==> config.mk <==
export PLATFORM = sky130hd
export DESIGN_NAME = chain_code_decoder
export DESIGN_NICKNAME = d
export VERILOG_FILES = /design/src/rtl/chain_code_pkg.sv /design/src/rtl/uart_rx_byte.sv /design/src/rtl/chain_code_decoder.sv
export SDC_FILE = /design/constraint.sdc
export NUM_CORES = 1
export LEC_CHECK = 0
export ABC_AREA = 1
export CAP_MARGIN = 20
export CORE_MARGIN = 5
export CORE_UTILIZATION = 54
export CTS_CLUSTER_DIAMETER = 30
export CTS_CLUSTER_SIZE = 8
export DETAILED_ROUTE_END_ITERATION = 10
export PLACE_DENSITY = 0.9
export SYNTH_ARGS = -nofsm -noshare
export SYNTH_HDL_FRONTEND = slang
export SYNTH_SLANG_ARGS = --single-unit
==> constraint.sdc <==
create_clock -name CLK -period 2.8 [get_ports CLK]
set_clock_uncertainty 0.1 [all_clocks]
set_input_delay 0.56 -clock CLK [delete_from_list [all_inputs] [get_ports CLK]]
set_output_delay 0.56 -clock CLK [all_outputs]
set_load 0.1 [all_outputs]
==> src/rtl/chain_code_pkg.sv <==
`default_nettype none
// ============================================================================
//  Module      : chain_code_pkg
//  Description : Shared definitions for the Freeman chain-code decoder:
//                direction enum, per-direction step lookups, terminator code
//                and datapath widths.
//  Revision    : 1.0  initial release
// ============================================================================
package chain_code_pkg;

  localparam int COORD_W = 6;
  localparam int CNT_W   = 16;

  localparam logic [3:0] TERMINATOR = 4'hF;

  // Freeman directions, counter-clockwise from east; y grows downward.
  typedef enum logic [2:0] {
    DIR_E  = 3'd0,
    DIR_NE = 3'd1,
    DIR_N  = 3'd2,
    DIR_NW = 3'd3,
    DIR_W  = 3'd4,
    DIR_SW = 3'd5,
    DIR_S  = 3'd6,
    DIR_SE = 3'd7
  } dir_e;

  // Step in x: 2'b01 = +1, 2'b11 = -1, 2'b00 = 0.
  function automatic logic [1:0] dir_dx(input dir_e d);
    case (d)
      DIR_E, DIR_NE, DIR_SE: return 2'b01;
      DIR_NW, DIR_W, DIR_SW: return 2'b11;
      default:               return 2'b00;
    endcase
  endfunction

  // Step in y (north is negative because rows count downward).
  function automatic logic [1:0] dir_dy(input dir_e d);
    case (d)
      DIR_NE, DIR_N, DIR_NW: return 2'b11;
      DIR_SW, DIR_S, DIR_SE: return 2'b01;
      default:               return 2'b00;
    endcase
  endfunction

endpackage
`default_nettype wire

==> src/rtl/uart_rx_byte.sv <==
`default_nettype none
// ============================================================================
//  Module      : uart_rx_byte
//  Description : UART 8N1 receiver, LSB first, with 2-flop input synchroniser.
//                A frame whose start bit is not low at mid-bit is discarded
//                silently; a low stop bit raises frame_err instead of
//                byte_valid.
//  Revision    : 1.0  initial release
//  Ports       : CLK        in   clock
//                reset      in   asynchronous active-low reset
//                rx         in   serial line, idle high
//                byte_valid out  one-cycle pulse, rx_byte holds the data
//                rx_byte    out  received byte
//                frame_err  out  one-cycle pulse on a bad stop bit
// ============================================================================
module uart_rx_byte #(
  parameter int CLKS_PER_BIT = 10
) (
  input  logic       CLK,
  input  logic       reset,
  input  logic       rx,
  output logic       byte_valid,
  output logic [7:0] rx_byte,
  output logic       frame_err
);

  localparam int CNT_BITS = $clog2(CLKS_PER_BIT);
  localparam logic [CNT_BITS-1:0] c_HALF_M1 = CNT_BITS'(CLKS_PER_BIT / 2 - 1);
  localparam logic [CNT_BITS-1:0] c_FULL_M1 = CNT_BITS'(CLKS_PER_BIT - 1);

  localparam logic [1:0] S_IDLE  = 2'd0;
  localparam logic [1:0] S_START = 2'd1;
  localparam logic [1:0] S_DATA  = 2'd2;
  localparam logic [1:0] S_STOP  = 2'd3;

  logic [1:0]          r_state;
  logic [1:0]          r_next;
  logic                r_sync1;
  logic                r_sync2;
  logic                r_prev;
  logic [CNT_BITS-1:0] r_cnt;
  logic [2:0]          r_bit_idx;
  logic [7:0]          r_shift;
  logic                r_valid;
  logic                r_ferr;

  logic w_rx;
  logic w_fall;
  logic w_half;
  logic w_full;
  logic w_leave;
  logic w_shift_en;
  logic w_stop_smp;

  assign w_rx   = r_sync2;
  assign w_fall = r_prev & ~w_rx;
  assign w_half = (r_cnt == c_HALF_M1);
  assign w_full = (r_cnt == c_FULL_M1);

  // State register
  always_ff @(posedge CLK or negedge reset) begin
    if (!reset) r_state <= S_IDLE;
    else        r_state <= r_next;
  end

  // Next-state logic
  always_comb begin
    r_next = r_state;
    case (r_state)
      S_IDLE:  if (w_fall) r_next = S_START;
      S_START: if (w_half) r_next = w_rx ? S_IDLE : S_DATA;
      S_DATA:  if (w_full && (r_bit_idx == 3'd7)) r_next = S_STOP;
      S_STOP:  if (w_full) r_next = S_IDLE;
      default: r_next = S_IDLE;
    endcase
  end

  // Output / control decode
  always_comb begin
    w_leave    = (r_next != r_state);
    w_shift_en = (r_state == S_DATA) && w_full;
    w_stop_smp = (r_state == S_STOP) && w_full;
  end

  // Synchroniser, bit timer and shift register
  always_ff @(posedge CLK or negedge reset) begin
    if (!reset) begin
      r_sync1   <= 1'b1;
      r_sync2   <= 1'b1;
      r_prev    <= 1'b1;
      r_cnt     <= '0;
      r_bit_idx <= '0;
      r_shift   <= '0;
      r_valid   <= 1'b0;
      r_ferr    <= 1'b0;
    end else begin
      r_sync1 <= rx;
      r_sync2 <= r_sync1;
      r_prev  <= w_rx;
      // Timer restarts on every state change so each bit is sampled mid-bit.
      if (w_leave || (r_state == S_IDLE)) r_cnt <= '0;
      else if (w_full)                    r_cnt <= '0;
      else                                r_cnt <= r_cnt + CNT_BITS'(1);
      if (r_state != S_DATA) r_bit_idx <= '0;
      else if (w_shift_en)   r_bit_idx <= r_bit_idx + 3'd1;
      if (w_shift_en) r_shift <= {w_rx, r_shift[7:1]};
      r_valid <= w_stop_smp & w_rx;
      r_ferr  <= w_stop_smp & ~w_rx;
    end
  end

  assign byte_valid = r_valid;
  assign rx_byte    = r_shift;
  assign frame_err  = r_ferr;

endmodule
`default_nettype wire

==> src/rtl/chain_code_decoder.sv <==
`default_nettype none
// ============================================================================
//  Module      : chain_code_decoder
//  Description : Receives a Freeman chain code over UART (one packet per
//                byte, code in the low nibble), walks the contour from the
//                start pixel and, at the terminator, checks closure, step
//                count and optionally area against the encoder's figures.
//  Revision    : 1.0  initial release
//  Config      : DECODER_AREA_CHECK_EN enables the shoelace area accumulator
//                and its comparison against Area.
//  Ports       : CLK                in   clock
//                reset              in   asynchronous active-low reset
//                input_serial_bit   in   UART line, idle high
//                start              in   arm for a new contour (pulse)
//                start_pixel_x/y    in   contour start pixel
//                Area               in   encoder area
//                perimiter          in   encoder step count
//                Packet_Done_output out  pulse per accepted packet
//                ChainCode_ouput    out  nibble of last accepted packet
//                error              out  sticky error flag
//                current_x/y        out  current contour pixel
//                done               out  terminator processed (level)
// ============================================================================
module chain_code_decoder
  import chain_code_pkg::*;
#(
  parameter int CLKS_PER_BIT = 10
) (
  input  logic               CLK,
  input  logic               reset,
  input  logic               input_serial_bit,
  input  logic               start,
  input  logic [COORD_W-1:0] start_pixel_x,
  input  logic [COORD_W-1:0] start_pixel_y,
  input  logic [CNT_W-1:0]   Area,
  input  logic [CNT_W-1:0]   perimiter,
  output logic               Packet_Done_output,
  output logic [3:0]         ChainCode_ouput,
  output logic               error,
  output logic [COORD_W-1:0] current_x,
  output logic [COORD_W-1:0] current_y,
  output logic               done
);

  localparam logic [1:0] S_IDLE   = 2'd0;
  localparam logic [1:0] S_RUN    = 2'd1;
  localparam logic [1:0] S_FINISH = 2'd2;

  logic [1:0]         r_state;
  logic [1:0]         r_next;
  logic               r_pkt;
  logic [3:0]         r_code;
  logic               r_err;
  logic               r_done;
  logic [COORD_W-1:0] r_x;
  logic [COORD_W-1:0] r_y;
  logic [COORD_W-1:0] r_sx;
  logic [COORD_W-1:0] r_sy;
  logic [CNT_W-1:0]   r_steps;

  logic             w_valid;
  logic [7:0]       w_byte;
  logic             w_ferr;
  logic [3:0]       w_code;
  dir_e             w_dir;
  logic [1:0]       w_dx;
  logic [1:0]       w_dy;
  logic [COORD_W:0] w_nx;
  logic [COORD_W:0] w_ny;
  logic             w_oob;
  logic             w_steps_full;
  logic             w_accept;
  logic             w_is_move;
  logic             w_is_bad;
  logic             w_ferr_run;
  logic             w_finish;
  logic             w_area_bad;
  logic             w_close_err;

  uart_rx_byte #(
    .CLKS_PER_BIT (CLKS_PER_BIT)
  ) u_rx (
    .CLK        (CLK),
    .reset      (reset),
    .rx         (input_serial_bit),
    .byte_valid (w_valid),
    .rx_byte    (w_byte),
    .frame_err  (w_ferr)
  );

  assign w_code = w_byte[3:0];
  assign w_dir  = dir_e'(w_code[2:0]);
  assign w_dx   = dir_dx(w_dir);
  assign w_dy   = dir_dy(w_dir);

  // One extra bit catches leaving 0..63 in either direction; the low bits
  // give the modulo-64 wrap.
  assign w_nx  = {1'b0, r_x} + {{(COORD_W-1){w_dx[1]}}, w_dx};
  assign w_ny  = {1'b0, r_y} + {{(COORD_W-1){w_dy[1]}}, w_dy};
  assign w_oob = w_nx[COORD_W] | w_ny[COORD_W];

  assign w_steps_full = &r_steps;

  // State register
  always_ff @(posedge CLK or negedge reset) begin
    if (!reset) r_state <= S_IDLE;
    else        r_state <= r_next;
  end

  // Next-state logic; start overrides everything, including FINISH.
  always_comb begin
    r_next = r_state;
    if (start) begin
      r_next = S_RUN;
    end else begin
      case (r_state)
        S_IDLE:   r_next = S_IDLE;
        S_RUN:    if (w_valid && (w_code == TERMINATOR)) r_next = S_FINISH;
        S_FINISH: r_next = S_IDLE;
        default:  r_next = S_IDLE;
      endcase
    end
  end

  // Output / control decode; a packet arriving with start is dropped.
  always_comb begin
    w_accept   = (r_state == S_RUN) && w_valid && !start;
    w_is_move  = w_accept && !w_code[3];
    w_is_bad   = w_accept && w_code[3] && (w_code != TERMINATOR);
    w_ferr_run = (r_state == S_RUN) && w_ferr && !start;
    w_finish   = (r_state == S_FINISH) && !start;
  end

`ifdef DECODER_AREA_CHECK_EN
  // Doubled signed area (two's complement, 18 bits), pre-move coordinates.
  logic [17:0] r_a2;
  logic [17:0] w_xext;
  logic [17:0] w_yext;
  logic [17:0] w_xdy;
  logic [17:0] w_ydx;
  logic [17:0] w_abs;

  assign w_xext = {{(18-COORD_W){1'b0}}, r_x};
  assign w_yext = {{(18-COORD_W){1'b0}}, r_y};
  assign w_xdy  = w_dy[1] ? (18'd0 - w_xext) : (w_dy[0] ? w_xext : 18'd0);
  assign w_ydx  = w_dx[1] ? (18'd0 - w_yext) : (w_dx[0] ? w_yext : 18'd0);
  assign w_abs  = r_a2[17] ? (18'd0 - r_a2) : r_a2;
  assign w_area_bad = (w_abs[17:1] != {1'b0, Area});

  always_ff @(posedge CLK or negedge reset) begin
    if (!reset)         r_a2 <= '0;
    else if (start)     r_a2 <= '0;
    else if (w_is_move) r_a2 <= r_a2 + w_xdy - w_ydx;
  end

  logic w_unused;
  assign w_unused = ^w_byte[7:4];
`else
  assign w_area_bad = 1'b0;

  logic w_unused;
  assign w_unused = ^{w_byte[7:4], Area};
`endif

  assign w_close_err = (r_x != r_sx) || (r_y != r_sy) ||
                       (r_steps != perimiter) || w_area_bad;

  // Contour datapath
  always_ff @(posedge CLK or negedge reset) begin
    if (!reset) begin
      r_pkt   <= 1'b0;
      r_code  <= '0;
      r_err   <= 1'b0;
      r_done  <= 1'b0;
      r_x     <= '0;
      r_y     <= '0;
      r_sx    <= '0;
      r_sy    <= '0;
      r_steps <= '0;
    end else begin
      r_pkt <= w_accept;
      if (start) begin
        r_x     <= start_pixel_x;
        r_y     <= start_pixel_y;
        r_sx    <= start_pixel_x;
        r_sy    <= start_pixel_y;
        r_steps <= '0;
        r_err   <= 1'b0;
        r_done  <= 1'b0;
      end else begin
        if (w_accept) r_code <= w_code;
        if (w_is_move) begin
          r_x <= w_nx[COORD_W-1:0];
          r_y <= w_ny[COORD_W-1:0];
          if (!w_steps_full) r_steps <= r_steps + CNT_W'(1);
          if (w_oob || w_steps_full) r_err <= 1'b1;
        end
        if (w_is_bad || w_ferr_run) r_err <= 1'b1;
        if (w_finish) begin
          r_done <= 1'b1;
          if (w_close_err) r_err <= 1'b1;
        end
      end
    end
  end

  assign Packet_Done_output = r_pkt;
  assign ChainCode_ouput    = r_code;
  assign error              = r_err;
  assign current_x          = r_x;
  assign current_y          = r_y;
  assign done               = r_done;

endmodule
`default_nettype wire

==> flow_summary.yaml, run 1 <==
setup_path:
  crit_top_cell: "nor2_1"
  crit_family: "simple AND/OR/NAND/NOR gates"
  crit_path_cell_trace: "inv_1 -> nand2_1 -> nand2_1 -> inv_1 -> fa_1 -> inv_1 -> nand3_1 -> nand4_1 -> nand3_1 -> nor2_1 -> nor2_1 -> nor2_1 -> nor2_1"
  cp_max_fo: 7
  start_kind: "register"
  slowest_delay_ns: 0.42
  crit_type: "register to register"
  critical_path_buf_inv_count: 3
  arrival_ns: 2.46
  slowest_stage: "dfrtp_1"
  critPathRequiredTime_ns: 2.92
  crit_path_end_kind: "register"
die:
  initial_utilization_pct: 55.2
  fp.dieArea_um2: 9740
  top_level_ports: 67
  core-area_um2: 7690
  fp.dieH_um: 98.7
  rows: 32
  chipWidth_um: 98.7
grt:
  antenna_found_initial: 0
  use_met2_pct: 35.5
  grt_use_met1_pct: 23.8
  grt_pass1_wl_mm: 16.2
  grt.total_usage_pct: 20.1
  grt_pass1_vias: 3735
  grt_max_degree: 72
  grt.met3_usage_pct: 4.39
  busiest_layer: "met2"
  grt-ovfl-total: 0
timing:
  relSlewSlack_pct: 72.4
  hold_viol: 0
  fmax_mhz: 427
  finalMaxSlewViolations: 0
  finalCritPeriodShare_pct: 83.7
  layout_min_cycle_time_ns: 2.34
  fin_setup_tns_ns: 0
  setup_viol: 0
  rsz0062_at_grt: "no"
  worst_slew_pin_slew_ns: 0.414
yosys:
  synthTopCellsByArea: "dfrtp_1, nand2_1, inv_1"
  syn-num-nets: 629
  ys_seq_elements: 71
  yosys_warnings: 0
  synth_compound_area_share_pct: 10.0
  syn_area_per_cell_um2: 7.57
  synth-xor-area-share_pct: 3.51
  yosysMostFrequentCell: "nand2_1"
  synth-edff-count: 0
  synth-simple-area-share_pct: 29.4
  synth_top_family_by_area: "simple AND/OR/NAND/NOR gates"
  synth_top_cell_area_share_pct: 40.1
  synth.area.mux_share_pct: 0
  synth_top_area_cell: "dfrtp_1"
  synth.cells.most_frequent: "nand2_1, inv_1, dfrtp_1, nor2_1, o21ai_0"
  postSynth.asyncResetShare_pct: 100
  synth_ff_type: "dfrtp_1"
  synth_cells: 561
  synth_area_um2: 4250
  ys_types: 41
  ys_seq_area_share_pct: 41.9
  synth-adder-area-share_pct: 6.25
clocking:
  cts_resized: 0
  cts_sinks: 71
  clk_path_buf_depth: 2
  htreeDepth: 3
  clk-insertion-delay-late_ns: 0.34
  tritoncts: "done"
  cts_root_buf: "clkbuf_8"
  clk_pin_slew_ns: 0.08
  numCtsBuffers: 9
  cts_post_setup_buffers_inserted: 0
  cts_hold_buf: 0
routing:
  ant_nets: 0
  drt_iter0_markers: 154
  vias_per_cell: 5.24
  drc: 0
  num_vias: 3798
  firstDrtPassIters: 5
  wl_per_cell_um: 13.2
  wl_mm: 9.58
power_and_ir_drop:
  p_sw_share_pct: 33.8
  clkPwrFrac_pct: 30.7
  vdd_drop_max_v: 0.000341
  p_comb_share_pct: 24.3
  leakage_nw: 2.50
  p_switching_uw: 889
  power_density_nw_per_um2: 524
  power_frac_seq_pct: 45.0
  internal_power_mw: 1.74
finish:
  finalInstanceArea_um2: 5020
  layout.nets: 686
  insertedDiodeCount: 0
  instances_no_fill: 725
  drive_gt1_share_pct: 11.7
  area_delta_synth_final_pct: 18.1
place:
  dpl-instance-area_um2: 4830
  place_congestion: 0.896
  dp_hpwl_mm: 7.13
  portBuffers: 50
  place_inst: 709
status:
  status: "finished clean"
run:
  cap_viol_max_count: 0
worst_hold_path:
  hold_path_class: "input pin to asynchronous set/reset pin"
[area by class of cell]
type                       count  area [um2]
inverter                      87         333
multi-input combinational    394        2090
fill                         653        2670
tap                          102         128
clock inverter                 4        45.0
sequential                    71        1780
timing repair buffer          55         498
clock buffer                  12         145
[through the flow]
stage	hold WS (ns)	util, %	setup slack [ns]	total power, mW
after floorplan	0.164	-	0.333	1.64
after global placement	0.248	62.8	0.427	1.80
after detailed placement	0.247	62.8	0.378	1.84
after CTS	0.135	65.3	0.455	2.65
after global routing	0.149	65.3	0.211	2.77
final	0.128	65.3	0.456	2.63
[per-layer routing]
| metal | share of wire (%) | routed length (um) | vias up |
|---|---|---|---|
| li1 | - | - | 1899 |
| met1 | 43 | 4120 | 1803 |
| met2 | 51 | 4910 | 80 |
| met3 | 4.2 | 403 | 16 |
| met4 | 1.4 | 134 | 0 |
| met5 | 0 | 0 | - |
[logic make-up (layout without fill, tap and decap cells)]
group	after synthesis	in the layout
compound gates	75	75
simple gates	282	282
flops	71	71
fa+ha+maj	20	20
xor+xnor	17	17
buf+inv	96	158
[power by group through the flow]
stage	Clock (mW)	Combinational [mW]	Sequential (mW)
final	0.807	0.638	1.18
after global routing	0.869	0.710	1.19
after CTS	0.826	0.642	1.18
after detailed placement	0	0.639	1.20
after global placement	0	0.609	1.19
after floorplan	0	0.299	1.34
[sequential cells by signal (all words and copies together) (netlist names), 4 cells and up]
register	count
r_sx	6
u_rx.r_cnt	4
r_steps	16
current_y	6
ChainCode_ouput	4
r_sy	6
u_rx.rx_byte	8
current_x	6
[final timing paths]
kind,start,endpoint,slack [ns],cells past startpoint
worst max register to register,u_rx.rx_byte[1]$_DFFE_PN0P_,error$_DFF_PN0_,0.46,13
worst min-delay path,reset,current_y[5]$_DFFE_PN0P_,0.13,2
worst max-delay path,u_rx.rx_byte[1]$_DFFE_PN0P_,error$_DFF_PN0_,0.46,13
worst min register to register,u_rx.r_sync1$_DFF_PN1_,u_rx.r_sync2$_DFF_PN1_,0.26,0
min in group CLK,u_rx.r_sync1$_DFF_PN1_,u_rx.r_sync2$_DFF_PN1_,0.26,0
max in group asynchronous,reset,u_rx.r_prev$_DFF_PN1_,2.14,2
[placed cells by master (no fill, tap or decap), types with 10 or more instances in the layout]
master,Yosys,routed
a21oi_1,14,14
buf_4,0,23
clkbuf_8,0,10
clkdlybuf4s50_1,0,30
dfrtp_1,68,68
ha_1,18,18
inv_1,79,79
nand2_1,162,162
nand3_1,31,31
nand4_1,10,10
nor2_1,49,49
o21ai_0,38,38
xor2_1,11,11
Note: power is estimated with default switching activity, not from simulation.
==> inputs of run 2 (changes only) <==
--- a/config.mk
+++ b/config.mk
@@ -8,11 +8,11 @@
 export ABC_AREA = 1
 export CAP_MARGIN = 20
 export CORE_MARGIN = 5
-export CORE_UTILIZATION = 54
+export CORE_UTILIZATION = 49
 export CTS_CLUSTER_DIAMETER = 30
 export CTS_CLUSTER_SIZE = 8
 export DETAILED_ROUTE_END_ITERATION = 10
-export PLACE_DENSITY = 0.9
+export PLACE_DENSITY = 0.87
 export SYNTH_ARGS = -nofsm -noshare
 export SYNTH_HDL_FRONTEND = slang
 export SYNTH_SLANG_ARGS = --single-unit
==> constraint.sdc (replaced) <==
create_clock -name CLK -period 2.1 [get_ports CLK]
set_clock_uncertainty 0.1 [all_clocks]
set_input_delay 0.42 -clock CLK [delete_from_list [all_inputs] [get_ports CLK]]
set_output_delay 0.42 -clock CLK [all_outputs]
set_load 0.1 [all_outputs]
==> run 2 against run 1 <==
  * The flow now finishes with violations (setup timing)
  * Clock power rose by 40%
  * First-iteration DRC count rose by 44%
  * Wire length rose by 15%
  * Fmax rose by 9.5%
  * Highest routed layer unchanged
  * Cell area rose by 11%
  * Via count rose by 6.7%
  * Count of clock-buffer cells in the layout did not move
==> flow_summary.yaml, run 2 (synthesis results as in run 1) <==
worst_hold_path:
  hold_depth: 0
  min_to: "u_rx.r_sync2$_DFF_PN1_"
  hold_path_class: "register to register"
  hold_start: "u_rx.r_sync1$_DFF_PN1_"
setup_path:
  rr_worst_depth: 14
  worst-r2r-setup-slack_ns: -0.04
  crit_type: "register to register"
  start_kind: "register"
  crit_path_end_kind: "register"
  r2r-end: "error$_DFF_PN0_"
  timing.rr.start: "u_rx.rx_byte[2]$_DFFE_PN0P_"
  cp_max_fo: 5
  critPathRequiredTime_ns: 2.22
  arrival_ns: 2.26
routing:
  vias_per_cell: 5.33
  firstDrtPassIters: 5
  drt_iter0_markers: 222
  drc: 0
  wl_per_cell_um: 14.5
  num_vias: 4054
  wl_mm: 11.0
  ant_nets: 0
run:
  cap_viol_max_count: 0
timing:
  fmax_mhz: 467
  layout_min_cycle_time_ns: 2.14
  worst_slew_pin_slew_ns: 0.345
  hold_viol: 0
  worst_slack_ns: -0.0402
  relSlewSlack_pct: 76.6
  finalMaxSlewViolations: 0
  finalCritPeriodShare_pct: 102
  setup_viol: 1
  rsz0062_at_grt: "yes"
finish:
  regMostFlops: "r_steps"
  drive_gt1_share_pct: 22.5
  insertedDiodeCount: 0
  layout.nets: 715
  area_delta_synth_final_pct: 30.8
  final_cell_mix: "nand2_1, inv_1, dfrtp_1, nor2_1, buf_4"
  largest_reg_flops: 16
  instances_no_fill: 760
  layout_commonest_cell: "nand2_1"
place:
  portBuffers: 50
  dp_hpwl_mm: 7.47
  place_inst: 736
  place_congestion: 0.869
  pre_cts_slack_ns: -0.127
clocking:
  clk-insertion-delay-late_ns: 0.35
  cts_root_buf: "clkbuf_8"
  cts_sinks: 71
  clk_path_buf_depth: 2
  htreeDepth: 3
  numCtsBuffers: 9
  tritoncts: "done"
  clk_pin_slew_ns: 0.09
power_and_ir_drop:
  clkPwrFrac_pct: 30.5
  vdd_drop_max_v: 0.000574
  leakage_nw: 2.66
  power_frac_seq_pct: 43.4
  p_sw_share_pct: 34.6
  p_switching_mw: 1.28
  internal_power_mw: 2.41
  power_density_nw_per_um2: 664
  p_comb_share_pct: 26.1
grt:
  grt-ovfl-total: 0
  grt_max_degree: 48
  grt.total_usage_pct: 19.6
  antenna_found_initial: 0
  grt_pass1_vias: 3832
  grt_pass1_wl_mm: 16.7
die:
  fp.dieArea_um2: 10600
  fp.dieH_um: 103
  initial_utilization_pct: 49.4
  top_level_ports: 67
  chipWidth_um: 103
  rows: 34
  core-area_um2: 8590
status:
  status: "finished, violations left"
  violations: "setup timing"
run 2: cell types whose count changed in the layout (fill, tap and decap cells not counted), moves of 4 or more:
| cell | delta |
|---|---|
| nand2_2 | +5 |
| buf_4 | +21 |
| ha_1 | -10 |
| buf_12 | +4 |
| inv_2 | +7 |
| dfrtp_2 | +10 |
| dfrtp_1 | -11 |
| inv_1 | -9 |
| ha_4 | +10 |
| nand2_1 | -8 |
run 2: final cells by class:
cell class | instances | area, um2
fill | 669 | 3040
multi-input combinational | 394 | 2310
sequential | 71 | 1800
timing repair buffer | 84 | 779
inverter | 87 | 338
clock buffer | 12 | 145
tap | 108 | 135
clock inverter | 4 | 53.8
run 2: worst max-delay path by stage:
| stage | start | to | slack [ns] | cells past startpoint |
|---|---|---|---|---|
| 6_report | u_rx.rx_byte[2]$_DFFE_PN0P_ | error$_DFF_PN0_ | -0.04 | 14 |
| 5_1_grt | u_rx.rx_byte[2]$_DFFE_PN0P_ | error$_DFF_PN0_ | -0.15 | 14 |
| 4_1_cts | u_rx.rx_byte[1]$_DFFE_PN0P_ | error$_DFF_PN0_ | 0.002 | 13 |
| 3_5_place_dp | u_rx.rx_byte[0]$_DFFE_PN0P_ | current_y[4]$_DFFE_PN0P_ | -0.13 | 9 |
| 3_3_place_gp | start | r_steps[8]$_DFFE_PN0P_ | 0.01 | 11 |
| 2_1_floorplan | current_y[5]$_DFFE_PN0P_ | error$_DFF_PN0_ | -0.08 | 9 |
run 2: stage by stage:
| stage | hold slack [ns] | util [%] | power [mW] | instance area [um2] | setup TNS [ns] |
|---|---|---|---|---|---|
| 2_1_floorplan | 0.0244 | - | 2.19 | 4270 | -0.0807 |
| 3_3_place_gp | 0.247 | 58.9 | 2.46 | 5060 | 0 |
| 3_5_place_dp | 0.254 | 58.9 | 2.51 | 5060 | -0.310 |
| 4_1_cts | 0.265 | 62.0 | 3.65 | 5320 | 0 |
| 5_1_grt | 0.272 | 64.6 | 3.87 | 5550 | -0.205 |
| 6_report | 0.268 | 64.6 | 3.69 | 5550 | -0.0402 |
run 2: what timing repair did:
action | in CTS | in global routing
setup buffers | 1 | 6
pin swaps | 2 | 15
endpoints found under the setup margin | 7 | 6
hold buffers | 1 | 0
resized for setup | 13 | 40
endpoints found under the hold margin | 53 | 0
run 2: power by group through the flow:
stage	Clock, mW	Combinational, mW	Sequential [mW]
floorplan	0	0.398	1.80
detailed placement	0	0.898	1.61
finish	1.13	0.961	1.60
global route	1.21	1.05	1.61
CTS	1.16	0.911	1.58
global placement	0	0.860	1.60
run 2: layer usage:
metal  wire (um)  part of all wire (%)  global-route usage, %  vias to the layer above
li1            -                     -                      -                     1961
met1        4560                    41                   25.1                     1944
met2        5620                    51                   34.0                      127
met3         660                   6.0                   3.38                       22
met4         188                   1.7                   5.98                        0
met5           0                     0                      0                        -
run 2: critical path, cell delays in order (launching register included):
cell and delay [ns]:
dfrtp_1 0.45, buf_6 0.15, a21oi_4 0.13, buf_6 0.17, ha_4 0.23, nand2_2 0.08, inv_2 0.04, nand4_1 0.11
nand3_1 0.11, nand2_1 0.08, nand2_1 0.08, nor2_1 0.10, nor2_1 0.05, nor2_1 0.09, nor2_1 0.05
